[src/rtl/mem_responder_6502.sv]
// Memory-side responder for the byte-wide 6502 request interface: single reads and writes,
// 8-beat wrapping read bursts, and programmable wait states / beat gaps in front of a sync RAM.
module mem_responder_6502 #(
    parameter int ADDR_WIDTH  = 16,
    parameter int WAIT_STATES = 0,
    parameter int BEAT_GAP    = 0
) (
    input  logic                  clk,
    input  logic                  rst_n,
    input  logic [23:0]           mem_addr,
    input  logic                  mem_en,
    input  logic                  mem_wr,
    input  logic                  mem_rburst,
    input  logic                  mem_wburst,
    input  logic [7:0]            mem_wdata,
    output logic                  mem_rdy,
    output logic [7:0]            mem_rdata,
    output logic [7:0]            mem_rdata0,
    output logic                  mem_rdata_load,
    output logic [ADDR_WIDTH-1:0] ram_addr,
    output logic                  ram_en,
    output logic                  ram_we,
    output logic [7:0]            ram_wdata,
    input  logic [7:0]            ram_rdata
);

    typedef enum logic [2:0] {
        S_IDLE,
        S_WAIT,
        S_ACCESS,
        S_GAP,
        S_DONE
    } state_t;

    state_t                state;
    logic [ADDR_WIDTH-1:0] addr_q;
    logic                  wr_q;
    logic                  burst_q;
    logic [7:0]            wdata_q;
    logic [3:0]            cnt;
    logic [2:0]            beat;
    logic                  rd_pending;
    logic [3:0]            beat_sum;
    logic                  unused_inputs;

    // Write bursts run as single writes and high address bits alias, so these inputs are inert.
    assign unused_inputs = ^{mem_wburst, mem_addr};

    // Carry out of the 3-bit beat counter marks the last burst beat.
    assign beat_sum  = {1'b0, beat} + 4'd1;
    assign ram_addr  = {addr_q[ADDR_WIDTH-1:3], addr_q[2:0] + beat};
    assign ram_wdata = wdata_q;

    // A read strobes the cycle after its RAM issue; a write strobes in its access cycle (echo).
    assign mem_rdata_load = rd_pending | (ram_en & ram_we);

    always_comb begin
        mem_rdata0 = 8'h00;
        if (rd_pending)
            mem_rdata0 = ram_rdata;
        else if (ram_en && ram_we)
            mem_rdata0 = wdata_q;
    end

    // NOTE: all state below uses non-blocking assignments so every branch sees the
    // pre-edge values of ram_en/ram_we/beat regardless of statement order.
    always_ff @(posedge clk or negedge rst_n) begin
        if (!rst_n) begin
            state      <= S_IDLE;
            addr_q     <= '0;
            wr_q       <= 1'b0;
            burst_q    <= 1'b0;
            wdata_q    <= 8'h00;
            cnt        <= 4'd0;
            beat       <= 3'd0;
            rd_pending <= 1'b0;
            ram_en     <= 1'b0;
            ram_we     <= 1'b0;
            mem_rdy    <= 1'b1;
            mem_rdata  <= 8'h00;
        end else begin
            rd_pending <= ram_en & ~ram_we;
            if (mem_rdata_load)
                mem_rdata <= mem_rdata0;

            case (state)
                S_IDLE: begin
                    if (mem_en) begin
                        addr_q  <= mem_addr[ADDR_WIDTH-1:0];
                        wr_q    <= mem_wr;
                        burst_q <= mem_rburst & ~mem_wr;
                        wdata_q <= mem_wdata;
                        beat    <= 3'd0;
                        mem_rdy <= 1'b0;
                        if (WAIT_STATES > 0) begin
                            state <= S_WAIT;
                            cnt   <= 4'(WAIT_STATES - 1);
                        end else begin
                            state  <= S_ACCESS;
                            ram_en <= 1'b1;
                            ram_we <= mem_wr;
                        end
                    end
                end

                S_WAIT: begin
                    if (cnt == 4'd0) begin
                        state  <= S_ACCESS;
                        ram_en <= 1'b1;
                        ram_we <= wr_q;
                    end else begin
                        cnt <= cnt - 4'd1;
                    end
                end

                S_ACCESS: begin
                    if (wr_q) begin
                        state   <= S_IDLE;
                        ram_en  <= 1'b0;
                        ram_we  <= 1'b0;
                        mem_rdy <= 1'b1;
                    end else if (!burst_q || beat_sum[3]) begin
                        state  <= S_DONE;
                        ram_en <= 1'b0;
                    end else begin
                        beat <= beat_sum[2:0];
                        if (BEAT_GAP > 0) begin
                            state  <= S_GAP;
                            cnt    <= 4'(BEAT_GAP - 1);
                            ram_en <= 1'b0;
                        end
                    end
                end

                S_GAP: begin
                    if (cnt == 4'd0) begin
                        state  <= S_ACCESS;
                        ram_en <= 1'b1;
                    end else begin
                        cnt <= cnt - 4'd1;
                    end
                end

                S_DONE: begin
                    state   <= S_IDLE;
                    mem_rdy <= 1'b1;
                end

                default: state <= S_IDLE;
            endcase
        end
    end

endmodule

[config.mk]
export PLATFORM = sky130hd
export DESIGN_NAME = mem_responder_6502
export DESIGN_NICKNAME = d
export VERILOG_FILES = /design/src/rtl/mem_responder_6502.sv
export SDC_FILE = /design/constraint.sdc
export NUM_CORES = 1
export LEC_CHECK = 0
export BUFFER_PORTS_ARGS = -buffer_cell sky130_fd_sc_hd__buf_4
export CELL_PAD_IN_SITES_DETAIL_PLACEMENT = 0
export CELL_PAD_IN_SITES_GLOBAL_PLACEMENT = 1
export CORE_ASPECT_RATIO = 1.75
export CORE_MARGIN = 3
export CORE_UTILIZATION = 33
export CTS_BUF_LIST = sky130_fd_sc_hd__clkbuf_4 sky130_fd_sc_hd__clkbuf_8 sky130_fd_sc_hd__clkbuf_16
export DETAILED_ROUTE_END_ITERATION = 6
export GPL_ROUTABILITY_DRIVEN = 0
export HOLD_SLACK_MARGIN = 0.06
export PLACE_DENSITY = 0.84
export SLEW_MARGIN = 5
export SYNTH_ARGS = -nofsm -noshare
export SYNTH_HDL_FRONTEND = slang
export SYNTH_SLANG_ARGS = --single-unit
[constraint.sdc]
create_clock -name clk -period 1.85 [get_ports clk]
set_clock_uncertainty 0.15 [all_clocks]
set_input_delay 0.555 -clock clk [delete_from_list [all_inputs] [get_ports clk]]
set_output_delay 0.555 -clock clk [all_outputs]
set_load 0.02 [all_outputs]
==> impl_metrics.ini <==
[status]
status = complete, but fails checks
violations = setup timing

[synthesis]
yosysWarningCount = 0
syn_inst = 169
synth_cell_types = 36
netlist_top_cells_area = dfrtp_1 49%, mux2_4 12%, buf_4 4.9%
synth_largest_area_cell = dfrtp_1
synth_nets = 221
netlist_area_um2 = 2160
yosys.area.top_type_share_pct = 48.7
ys_seq_area_share_pct = 49.9
avgSynthCellArea_um2 = 12.8
ys_ff_latch = 43

[hold_path]
hp-class = input pin to async pin

[clocking]
clockBufferDepth = 2
h-tree-depth = 2
clock-sinks = 43
clk_latency_ps = 290
cts_made_buffers = 5
clk_pin_slew_ps = 80
cts.root.buffer_cell = clkbuf_8
cts_tree = built

[timing]
grt_setup_unrepaired = true
tightest_slew_ps = 561
post-route-period-util_pct = 129
holdWs_ps = 87.8
setup_violations = 11
finalHoldViolCount = 0
slew-limit-headroom_pct = 62.6
slew_viol_final = 0
period_needed_ps = 2380
setup_slack_ps = -528
max_freq_mhz = 421

[grt]
gr-total-overflow = 0
grt_start_max_net_pins = 44
grt_pass1_vias = 1711
track_usage_pct = 14.3
antenna_found_initial = 0
grt_pass1_wl_um = 8290

[power_and_ir_drop]
cellPowerDensity_nw_per_um2 = 2000
worst_ir_drop_vdd_v = 0.000773
leakage_uw = 0.00153

[die]
die_h_um = 113
ios = 90
core_area_um2 = 6280
rows = 38
fp.dieW_um = 67.1
die_area_um2 = 7580
start_util_pct = 34.4

[cells_and_area]
final_cell_mix = 91 x buf_4, 41 x dfrtp_1, 17 x mux2_4
n_antenna_cell = 0
area_growth_pct = 44.3
register_area_um2 = 1080
stdcell_area_um2 = 3110
fin_nets = 311
layout_commonest_cell = buf_4
final_cells = 340
n_fill_cell = 590
drive_gt1_share_pct = 62.3
multi_input_area_um2 = 1030

[worst_setup_path]
crit_buf_inv = 1
reg2reg_to = beat[2]
r2r-start = state[2]
worstPathArrival_ps = 1670
crit_family = adder cells
crit_fanout = 2
crit_chain = ha_4, fa_2, xnor2_2, xnor2_2, buf_4
cp-end-kind = output pin
cpPeakStageDelay_ps = 410
slowest_stage = dfrtp_1
critical_path_class = flop to output pin
r2r_slack_ps = 150
startpoint_type = flop
startpoint = addr_q[0]
rr_worst_depth = 5
crit_top_cell = xnor2_2
cp_data_required_time_ps = 1140

[detailed_routing]
dr.first_iter.drc_count = 61
drt_first_pass_iters = 3
via_per_inst = 4.74
drc = 0
drtAntennaViolNets = 0
routed_wl_um = 5040
wl_per_cell_um = 14.8
vias = 1612

[placement]
hpwl_um = 3680
dpl.cell_count = 321
dpl-instance-area_um2 = 2820
portBuffers = 80

[job]
max_cap_viol_count = 0
## per-stage QoR
step	TNS (ps)	total power, uW	worst slack (ps)	util [%]
final	-2390	6230	-528	49.6
after global routing	-3330	6660	-597	49.6
after CTS	-2590	6120	-561	48.2
after detailed placement	-296	5160	-228	44.9
after global placement	-275	5100	-214	44.9
after floorplan	-280	4050	-240	-
## report_power, final
part	switching, uW	leakage (uW)	total [uW]	internal (uW)
clock network	312	0.0000491	607	295
logic	1800	0.000969	3810	2010
registers	397	0.000508	1820	1420
## worst max-delay path by stage
stage	to	slack [ps]	cells past startpoint
2_1_floorplan	ram_addr[2]	-240	4
3_3_place_gp	ram_addr[2]	-210	5
3_5_place_dp	ram_addr[2]	-230	5
4_1_cts	ram_addr[2]	-560	5
5_1_grt	ram_addr[2]	-600	5
6_report	ram_addr[2]	-530	5
## worst register-to-register path, delay by kind of cell, from the launching register on
kind / cells / cell delay (ps)
DFF: 1 / 400
adders and majority gates: 1 / 280
buffers and inverters: 1 / 90
and+or+nand+nor: 1 / 130
AOI/OAI and AO/OA: 2 / 500
## layout make-up
| type | instances | area share (%) |
|---|---|---|
| flip-flops and latches | 43 | 34.7 |
| multi-input cells | 103 | 33.1 |
| repair buffers | 100 | 25.5 |
| well taps | 80 | 3.22 |
| clock buffers | 7 | 2.69 |
| inverters | 6 | 0.724 |
| clock inverters | 1 | 0.161 |
## registers in the layout (all words and copies together) (netlist names)
name	count
ram_wdata	8
addr_q	16
mem_rdy	1
state	2
rd_pending	1
ram_en	1
burst_q	1
mem_rdata	8
beat	3
ram_we	1
wr_q	1
## kinds of logic after synthesis
kind of cell    synth area share [%]
fa+ha+maj                       3.83
mux                             19.7
xor+xnor                       0.812
compound gates                  8.41
buf+inv                         8.00
flops                           49.9
simple gates                    9.28
## metal layers
layer / vias to the layer above / track usage [%] / part of all wire (%)
met5: - / 0 / 0
met4: 0 / 6.37 / 2.9
met3: 9 / 2.78 / 4.7
met2: 47 / 25.4 / 56
met1: 796 / 15.9 / 36
li1: 760 / - / -
## what timing repair did
item                       in CTS  in global routing
buffers inserted                8                  2
setup endpoints to repair      12                 14
pin swaps                       4                  5
gates resized for setup        13                 14
hold buffers                    0                  0
gates cloned                    1                  0
## synth_stat cells
cell type   n
mux2_4     17
fa_1        1
nor2b_4     1
o22a_2      1
buf_6       4
buf_4      14
inv_2       1
o221ai_1    1
nand2_4     1
a21oi_4     1
and2_1      1
nand3_1     2
a221o_1     1
nor3_2      2
nand2_1     3
a21o_1      1
a21oi_1    13
o311ai_0    2
o311ai_1    1
and3b_1     1
and2b_1     1
o221a_1     1
inv_1       5
dfstp_2     1
nor2_1     17
nand2b_1    1
ha_1        5
or3_1       1
o21ai_0     4
xnor2_1     2
mux2_2      8
and3_2      2
nand3b_4    1
mux2i_1     8
dfrtp_1    42
o22ai_1     1
Note: power is estimated with default switching activity, not from simulation.
